--- src/rtl/idu_pkg.sv ---
// Decode-stage package: RV32I + Zicsr opcodes, 6-bit ALU op encodings,
// immediate-type enum and a helper that says which opcodes write rd.
package idu_pkg;

  localparam logic [6:0] OPC_LUI    = 7'b0110111;
  localparam logic [6:0] OPC_AUIPC  = 7'b0010111;
  localparam logic [6:0] OPC_JAL    = 7'b1101111;
  localparam logic [6:0] OPC_JALR   = 7'b1100111;
  localparam logic [6:0] OPC_BRANCH = 7'b1100011;
  localparam logic [6:0] OPC_LOAD   = 7'b0000011;
  localparam logic [6:0] OPC_STORE  = 7'b0100011;
  localparam logic [6:0] OPC_OP_IMM = 7'b0010011;
  localparam logic [6:0] OPC_OP     = 7'b0110011;
  localparam logic [6:0] OPC_SYSTEM = 7'b1110011;

  localparam logic [5:0] ALU_NOP   = 6'd0;
  localparam logic [5:0] ALU_ADD   = 6'd1;
  localparam logic [5:0] ALU_SUB   = 6'd2;
  localparam logic [5:0] ALU_SLL   = 6'd3;
  localparam logic [5:0] ALU_SLT   = 6'd4;
  localparam logic [5:0] ALU_SLTU  = 6'd5;
  localparam logic [5:0] ALU_XOR   = 6'd6;
  localparam logic [5:0] ALU_SRL   = 6'd7;
  localparam logic [5:0] ALU_SRA   = 6'd8;
  localparam logic [5:0] ALU_OR    = 6'd9;
  localparam logic [5:0] ALU_AND   = 6'd10;
  localparam logic [5:0] ALU_LUI   = 6'd11;
  localparam logic [5:0] ALU_AUIPC = 6'd12;
  localparam logic [5:0] ALU_JAL   = 6'd13;
  localparam logic [5:0] ALU_JALR  = 6'd14;
  localparam logic [5:0] ALU_BEQ   = 6'd15;
  localparam logic [5:0] ALU_BNE   = 6'd16;
  localparam logic [5:0] ALU_BLT   = 6'd17;
  localparam logic [5:0] ALU_BGE   = 6'd18;
  localparam logic [5:0] ALU_BLTU  = 6'd19;
  localparam logic [5:0] ALU_BGEU  = 6'd20;
  localparam logic [5:0] ALU_LOAD  = 6'd21;
  localparam logic [5:0] ALU_STORE = 6'd22;
  localparam logic [5:0] ALU_CSRRW = 6'd23;
  localparam logic [5:0] ALU_CSRRS = 6'd24;
  localparam logic [5:0] ALU_CSRRC = 6'd25;

  typedef enum logic [2:0] {
    IMM_NONE,
    IMM_I,
    IMM_S,
    IMM_B,
    IMM_U,
    IMM_J,
    IMM_Z
  } imm_type_e;

  function automatic logic is_rd_writer(input logic [6:0] opc);
    case (opc)
      OPC_OP, OPC_OP_IMM, OPC_LUI, OPC_AUIPC,
      OPC_JAL, OPC_JALR, OPC_LOAD, OPC_SYSTEM: is_rd_writer = 1'b1;
      default:                                 is_rd_writer = 1'b0;
    endcase
  endfunction

endpackage

--- src/rtl/idu_fwd_mux.sv ---
// Operand forwarding mux for one source register: the youngest pipeline
// stage holding a matching rd supplies the value; hit_unready flags that
// this stage's result is not yet available (load-use).
module idu_fwd_mux #(
  parameter int XLEN    = 32,
  parameter int NUM_FWD = 3
) (
  input  logic [4:0]              rs_addr,
  input  logic                    rs_used,
  input  logic [XLEN-1:0]         rf_data,
  input  logic [NUM_FWD-1:0]      fwd_vld,
  input  logic [5*NUM_FWD-1:0]    fwd_rd,
  input  logic [NUM_FWD-1:0]      fwd_data_ok,
  input  logic [XLEN*NUM_FWD-1:0] fwd_data,
  output logic [XLEN-1:0]         fwd_val,
  output logic                    hit_unready
);

  logic found;

  // Scan from youngest to oldest, keep the first hit; x0 always reads zero.
  always_comb begin
    fwd_val     = rf_data;
    hit_unready = 1'b0;
    found       = 1'b0;
    for (int k = 0; k < NUM_FWD; k++) begin
      if (!found && fwd_vld[k] && (fwd_rd[k*5 +: 5] == rs_addr)) begin
        found       = 1'b1;
        fwd_val     = fwd_data[k*XLEN +: XLEN];
        hit_unready = !fwd_data_ok[k];
      end
    end
    if (rs_addr == 5'd0) begin
      fwd_val     = '0;
      hit_unready = 1'b0;
    end else if (!rs_used) begin
      hit_unready = 1'b0;
    end
  end

endmodule

--- src/rtl/idu_fwd_decode.sv ---
// Decode stage between IFU and EXU: one-entry pipeline register with
// full-throughput ready/valid, N-stage operand forwarding, load-use stall
// and flush on EXU redirect.
// Optional build macro IDU_PERF_CNT_EN adds stall/flush/busy counters.
module idu_fwd_decode
  import idu_pkg::*;
#(
  parameter int XLEN    = 32,
  parameter int NUM_FWD = 3,
  parameter int TAG_W   = 64
) (
  input  logic                    clock,
  input  logic                    reset,
  input  logic                    in_valid,
  output logic                    in_ready,
  input  logic [31:0]             in_inst,
  input  logic [XLEN-1:0]         in_pc,
  input  logic [TAG_W-1:0]        in_tag,
  output logic                    out_valid,
  input  logic                    out_ready,
  output logic [31:0]             out_inst,
  output logic [XLEN-1:0]         out_pc,
  output logic [TAG_W-1:0]        out_tag,
  output logic [4:0]              rs1_addr,
  output logic [4:0]              rs2_addr,
  input  logic [XLEN-1:0]         rs1_rdata,
  input  logic [XLEN-1:0]         rs2_rdata,
  output logic [XLEN-1:0]         rs1_val,
  output logic [XLEN-1:0]         rs2_val,
  output logic [XLEN-1:0]         imm,
  output logic [5:0]              alu_op,
  output logic [4:0]              rd,
  output logic                    rd_wen,
  output logic [11:0]             csr_addr,
  input  logic [NUM_FWD-1:0]      fwd_vld,
  input  logic [5*NUM_FWD-1:0]    fwd_rd,
  input  logic [NUM_FWD-1:0]      fwd_data_ok,
  input  logic [XLEN*NUM_FWD-1:0] fwd_data,
  input  logic                    flush
`ifdef IDU_PERF_CNT_EN
  ,
  output logic [31:0]             perf_stall_cnt,
  output logic [31:0]             perf_flush_cnt,
  output logic [31:0]             perf_busy_cnt
`endif
);

  logic              full;
  logic [31:0]       inst_q;
  logic [XLEN-1:0]   pc_q;
  logic [TAG_W-1:0]  tag_q;
  logic              fire_in;
  logic              fire_out;
  logic              stall;
  logic              use_rs1;
  logic              use_rs2;
  logic              rs1_unready;
  logic              rs2_unready;
  logic [6:0]        opcode;
  logic [2:0]        funct3;
  imm_type_e         imm_type;
  logic [31:0]       imm32;

  assign opcode   = inst_q[6:0];
  assign funct3   = inst_q[14:12];
  assign rs1_addr = inst_q[19:15];
  assign rs2_addr = inst_q[24:20];
  assign rd       = inst_q[11:7];
  assign csr_addr = inst_q[31:20];
  assign rd_wen   = is_rd_writer(opcode);
  assign out_inst = inst_q;
  assign out_pc   = pc_q;
  assign out_tag  = tag_q;

  assign stall     = full & (rs1_unready | rs2_unready);
  assign out_valid = full & !stall & !flush;
  assign fire_out  = out_valid & out_ready;
  assign in_ready  = !flush & (!full | fire_out);
  assign fire_in   = in_valid & in_ready;

  // Pipeline register: flush wins, a new entry replaces the old one even
  // when it leaves in the same cycle, otherwise a departure empties it.
  always_ff @(posedge clock) begin
    if (reset) begin
      full   <= 1'b0;
      inst_q <= '0;
      pc_q   <= '0;
      tag_q  <= '0;
    end else if (flush) begin
      full <= 1'b0;
    end else if (fire_in) begin
      full   <= 1'b1;
      inst_q <= in_inst;
      pc_q   <= in_pc;
      tag_q  <= in_tag;
    end else if (fire_out) begin
      full <= 1'b0;
    end
  end

  // Opcode decode: ALU op, immediate format and which sources are read.
  always_comb begin
    alu_op   = ALU_NOP;
    imm_type = IMM_NONE;
    use_rs1  = 1'b1;
    use_rs2  = 1'b0;
    case (opcode)
      OPC_LUI: begin
        alu_op = ALU_LUI;   imm_type = IMM_U; use_rs1 = 1'b0;
      end
      OPC_AUIPC: begin
        alu_op = ALU_AUIPC; imm_type = IMM_U; use_rs1 = 1'b0;
      end
      OPC_JAL: begin
        alu_op = ALU_JAL;   imm_type = IMM_J; use_rs1 = 1'b0;
      end
      OPC_JALR: begin
        alu_op = ALU_JALR;  imm_type = IMM_I;
      end
      OPC_BRANCH: begin
        imm_type = IMM_B;
        use_rs2  = 1'b1;
        case (funct3)
          3'b000:  alu_op = ALU_BEQ;
          3'b001:  alu_op = ALU_BNE;
          3'b100:  alu_op = ALU_BLT;
          3'b101:  alu_op = ALU_BGE;
          3'b110:  alu_op = ALU_BLTU;
          3'b111:  alu_op = ALU_BGEU;
          default: alu_op = ALU_NOP;
        endcase
      end
      OPC_LOAD: begin
        alu_op = ALU_LOAD;  imm_type = IMM_I;
      end
      OPC_STORE: begin
        alu_op = ALU_STORE; imm_type = IMM_S; use_rs2 = 1'b1;
      end
      OPC_OP, OPC_OP_IMM: begin
        if (opcode == OPC_OP) use_rs2 = 1'b1;
        else                  imm_type = IMM_I;
        case (funct3)
          3'b000:  alu_op = ((opcode == OPC_OP) && inst_q[30]) ? ALU_SUB : ALU_ADD;
          3'b001:  alu_op = ALU_SLL;
          3'b010:  alu_op = ALU_SLT;
          3'b011:  alu_op = ALU_SLTU;
          3'b100:  alu_op = ALU_XOR;
          3'b101:  alu_op = inst_q[30] ? ALU_SRA : ALU_SRL;
          3'b110:  alu_op = ALU_OR;
          default: alu_op = ALU_AND;
        endcase
      end
      OPC_SYSTEM: begin
        imm_type = funct3[2] ? IMM_Z : IMM_I;
        case (funct3[1:0])
          2'b01:   alu_op = ALU_CSRRW;
          2'b10:   alu_op = ALU_CSRRS;
          2'b11:   alu_op = ALU_CSRRC;
          default: alu_op = ALU_NOP;
        endcase
      end
      default: ;
    endcase
  end

  // Immediate assembly; everything is sign-extended except the CSR zimm.
  always_comb begin
    imm32 = '0;
    case (imm_type)
      IMM_I: imm32 = {{20{inst_q[31]}}, inst_q[31:20]};
      IMM_S: imm32 = {{20{inst_q[31]}}, inst_q[31:25], inst_q[11:7]};
      IMM_B: imm32 = {{19{inst_q[31]}}, inst_q[31], inst_q[7], inst_q[30:25],
                      inst_q[11:8], 1'b0};
      IMM_U: imm32 = {inst_q[31:12], 12'b0};
      IMM_J: imm32 = {{11{inst_q[31]}}, inst_q[31], inst_q[19:12], inst_q[20],
                      inst_q[30:21], 1'b0};
      IMM_Z: imm32 = {27'b0, inst_q[19:15]};
      default: imm32 = '0;
    endcase
  end

  assign imm = XLEN'($signed(imm32));

  idu_fwd_mux #(.XLEN(XLEN), .NUM_FWD(NUM_FWD)) u_fwd_rs1 (
    .rs_addr     (rs1_addr),
    .rs_used     (use_rs1),
    .rf_data     (rs1_rdata),
    .fwd_vld     (fwd_vld),
    .fwd_rd      (fwd_rd),
    .fwd_data_ok (fwd_data_ok),
    .fwd_data    (fwd_data),
    .fwd_val     (rs1_val),
    .hit_unready (rs1_unready)
  );

  idu_fwd_mux #(.XLEN(XLEN), .NUM_FWD(NUM_FWD)) u_fwd_rs2 (
    .rs_addr     (rs2_addr),
    .rs_used     (use_rs2),
    .rf_data     (rs2_rdata),
    .fwd_vld     (fwd_vld),
    .fwd_rd      (fwd_rd),
    .fwd_data_ok (fwd_data_ok),
    .fwd_data    (fwd_data),
    .fwd_val     (rs2_val),
    .hit_unready (rs2_unready)
  );

`ifdef IDU_PERF_CNT_EN
  // Event counters for stall, flush and busy (out_valid) cycles.
  always_ff @(posedge clock) begin
    if (reset) begin
      perf_stall_cnt <= '0;
      perf_flush_cnt <= '0;
      perf_busy_cnt  <= '0;
    end else begin
      if (stall)     perf_stall_cnt <= perf_stall_cnt + 32'd1;
      if (flush)     perf_flush_cnt <= perf_flush_cnt + 32'd1;
      if (out_valid) perf_busy_cnt  <= perf_busy_cnt + 32'd1;
    end
  end
`endif

endmodule

--- config.mk ---
export PLATFORM = sky130hd
export DESIGN_NAME = idu_fwd_decode
export DESIGN_NICKNAME = d
export VERILOG_FILES = /design/src/rtl/idu_pkg.sv /design/src/rtl/idu_fwd_mux.sv /design/src/rtl/idu_fwd_decode.sv
export SDC_FILE = /design/constraint.sdc
export NUM_CORES = 1
export LEC_CHECK = 0
export CAP_MARGIN = 20
export CORE_AREA = 2 2 220 222
export DETAILED_ROUTE_END_ITERATION = 8
export DIE_AREA = 0 0 222 224
export SLEW_MARGIN = 20
export SYNTH_ARGS = -nofsm -noshare
export SYNTH_HDL_FRONTEND = slang
export SYNTH_SLANG_ARGS = --single-unit
--- constraint.sdc ---
create_clock -name clock -period 3.1 [get_ports clock]
set_clock_uncertainty 0.05 [all_clocks]
set_input_delay 0.775 -clock clock [delete_from_list [all_inputs] [get_ports clock]]
set_output_delay 0.775 -clock clock [all_outputs]
set_load 0.02 [all_outputs]
==> results.py <==
metrics = {
    "sta": {
        "rsz0062_at_grt": "true",
        "finalCritPeriodShare_pct": 113.8,
        "max_freq_ghz": 0.2835,
        "setup_viol": 68,
        "post-route-min-period_ns": 3.527,
        "worst_slack_ns": -0.4268,
        "hold_viol": 0,
        "drv_slew": 0,
    },
    "outcome": {
        "status": "complete, but fails checks",
        "violations": "setup timing",
    },
    "critical_path": {
        "crit_chain": "clkdlybuf4s15_2, buf_4, xor2_1, nor2_2, buf_4, nand4_1, o211a_1, o31ai_4, a211oi_2, buf_12",
        "slowest_delay_ns": 0.33,
        "crit_path_max_fanout": 3,
        "path_common_cell": "buf_4",
        "crit_slowest_cell": "o211a_1",
        "cp.required_ns": 2.27,
        "arrival_ns": 2.70,
        "crit_type": "in -> out",
        "cp-end-kind": "output pin",
        "cp-start-kind": "primary input",
    },
    "floorplan": {
        "die_w_um": 222,
        "die-area_sq_um": 49730,
        "die_h_um": 224,
        "start_util_pct": 20.39,
        "fp-row-count": 80,
        "core-area_sq_um": 47350,
        "ios": 574,
    },
    "logic_synthesis": {
        "ys_ff_latch": 129,
        "synth_top_cell_by_area": "dfxtp_1",
        "synth_top_area_share_pct": 26.76,
        "netlist_area_sq_um": 9652,
        "yosysSeqAreaShare_pct": 26.76,
        "synth_edf_count": 0,
        "postSynthAreaPerCell_sq_um": 8.228,
        "synthFlopType": "dfxtp_1",
        "async_flop_share_pct": 0,
        "synth_warnings": 0,
        "synth.distinct_cells": 56,
        "synth.area.top_cells": "dfxtp_1, mux2i_1, nand2b_1, nand2_1, o211ai_1",
        "syn-num-nets": 1487,
        "synthCells": 1173,
    },
    "placement": {
        "dpl_worst_slack_ns": -1.153,
        "io_buffers": 572,
        "hpwl_mm": 37.50,
        "gp_congestion": 0.8896,
        "place_inst": 2368,
    },
    "drt": {
        "antenna_left": 0,
        "drt_iter0_markers": 592,
        "vias": 11381,
        "wl_per_cell_um": 21.51,
        "drc": 0,
        "avgViaCountPerCell": 4.562,
        "drt_first_pass_iters": 5,
        "routed_wl_mm": 53.66,
    },
    "clocking": {
        "cts_buffers": 17,
        "clockRootBuffer": "clkbuf_16",
        "cts_tree": "done",
        "htree_levels": 4,
        "max-clock-path-buffers": 2,
        "clock_latency_ns": 0.45,
        "tritoncts_num_sinks": 129,
        "clk_pin_slew_ns": 0.07,
    },
    "finish": {
        "area_delta_synth_final_pct": 104.6,
        "multi_input_area_sq_um": 6944,
        "final_nets": 2178,
        "seqCellArea_sq_um": 2619,
        "layout-drive-gt1-share_pct": 30.42,
        "postLayoutCoreUtil_pct": 41.71,
        "fillers": 4633,
        "instances_no_fill": 2495,
    },
    "power_and_ir_drop": {
        "sw_frac_of_total_pct": 33.72,
        "worst_ir_drop_vdd_mv": 0.4803,
        "seq_power_share_pct": 29.3,
        "report.power.total_mw": 6.214,
        "leakagePower_nw": 7.790,
        "power_switching_mw": 2.095,
        "pwr-share-clk_pct": 32.3,
        "p_per_area_nw_per_um2": 314.6,
        "p_int_mw": 4.119,
        "p_comb_share_pct": 38.4,
    },
    "grt": {
        "grt_pass1_wl_mm": 77.59,
        "grt_pass1_vias": 11712,
        "grtUsageTotal_pct": 21.02,
        "grt_max_degree": 102,
        "antenna_found_initial": 4,
        "overflow": 0,
    },
    "flow_run": {
        "drv_cap": 0,
    },
    "hold_path": {
        "hold_path.class": "reg -> reg",
    },
}
==> area by class of cell <==
cell class | count | share of cell area (%)
repair buffers | 807 | 44.54
multi-input cells | 897 | 35.16
flip-flops and latches | 129 | 13.26
well taps | 615 | 3.896
clock buffers | 17 | 2.154
clock inverters | 15 | 0.7223
inverters | 12 | 0.2281
diodes | 3 | 0.03801
==> what timing repair did <==
action,in CTS,in global routing
endpoints found under the setup margin,232,231
resized for setup,654,140
setup buffers,59,21
cloned,35,0
hold buffers,0,0
pin swaps,112,50
==> layer usage <==
metal	GRT usage, %	share of wire (%)	wire length, um
met4	7.607	3.2	1708
met3	6.807	8.1	4348
met5	0	0	0
met1	23.29	39	20950
met2	37.56	50	26650
==> cell families after synthesis <==
| logic type | Yosys count | share of synthesized area [%] |
|---|---|---|
| other | 1 | 0.03885 |
| DFF | 129 | 26.76 |
| and+or+nand+nor | 480 | 26.99 |
| muxes | 194 | 20.13 |
| xor gates and xnor gates | 30 | 2.956 |
| AOI/OAI and AO/OA | 192 | 13.69 |
| buffers and inverters | 147 | 9.437 |
==> cells in the final DEF (no fill, tap or decap), types with 10 or more instances in the layout <==
master,count
clkdlybuf4s50_1,451
nand2b_1,260
mux2i_1,178
buf_4,140
dfxtp_1,114
nand2_1,108
buf_6,83
o211ai_1,67
a21oi_2,59
buf_12,57
nand2_2,27
buf_16,26
a21o_1,19
clkbuf_2,18
clkbuf_16,17
xor2_1,15
buf_8,15
mux2i_2,12
nor2_1,12
inv_1,11
xnor2_2,10
buf_2,10
==> final timing paths <==
| kind | from | endpoint | slack (ns) | cells past startpoint |
|---|---|---|---|---|
| hold reg to reg | out_tag[37] | out_tag[37] | 0.42 | 2 |
| setup reg to reg | out_inst[18] | out_tag[54] | 0 | 14 |
| hold / removal | out_tag[37] | out_tag[37] | 0.42 | 2 |
| setup / recovery | fwd_rd[10] | in_ready | -0.43 | 10 |
==> critical path: cells and delay by family <==
family,cells,cell delay (ns)
AOI/OAI and AO/OA,3,0.73
buffers and inverters,4,0.66
and+or+nand+nor,2,0.39
xor gates and xnor gates,1,0.14
==> sequential cells by signal (all words and copies together), names as in the netlist <==
| signal | count |
|---|---|
| full | 1 |
| out_inst | 32 |
| out_tag | 64 |
| out_pc | 32 |
==> cell usage after synthesis, types with 2 or more instances <==
cell and count:
nand2_1 144, nand3_1 11, a21oi_1 70, nor4_1 3
and2_1 10, buf_4 28, nor3_1 6, o21ai_0 6
nor3b_1 3, o2111ai_1 2, a2111oi_4 2, o221ai_1 2
xnor2_2 3, buf_2 10, buf_1 6, or4_1 2
o211ai_1 67, o21bai_1 2, nand4_1 3, mux2i_1 193
o31ai_1 4, xor2_1 18, clkbuf_1 74, xnor2_1 9
buf_12 13, a222oi_1 4, nor2b_1 4, a21o_1 19
dfxtp_1 129, and3_1 5, a211oi_1 4, nor2_2 2
nand2b_1 261, inv_1 12, buf_6 4, nor2_1 18
==> metrics by stage <==
stage,TNS (ns),hold slack [ns],instance area [sq um]
finish,-22.45,0.4227,19750
floorplan,-0.07832,0.4960,9912
detailed placement,-195.32,0.4111,17020
global route,-43.60,0.4432,19750
CTS,-41.99,0.4243,19730
global placement,-198.44,0.4066,17020
==> power groups by stage <==
stage | Sequential, mW | Clock [mW] | Combinational [mW]
2_1_floorplan | 1.94 | 0 | 0.828
3_3_place_gp | 1.85 | 0 | 2.09
3_5_place_dp | 1.85 | 0 | 2.09
4_1_cts | 1.82 | 2.07 | 2.40
5_1_grt | 1.83 | 2.15 | 2.51
6_report | 1.82 | 2.01 | 2.38
No activity file was read; power rests on OpenSTA's default activity.
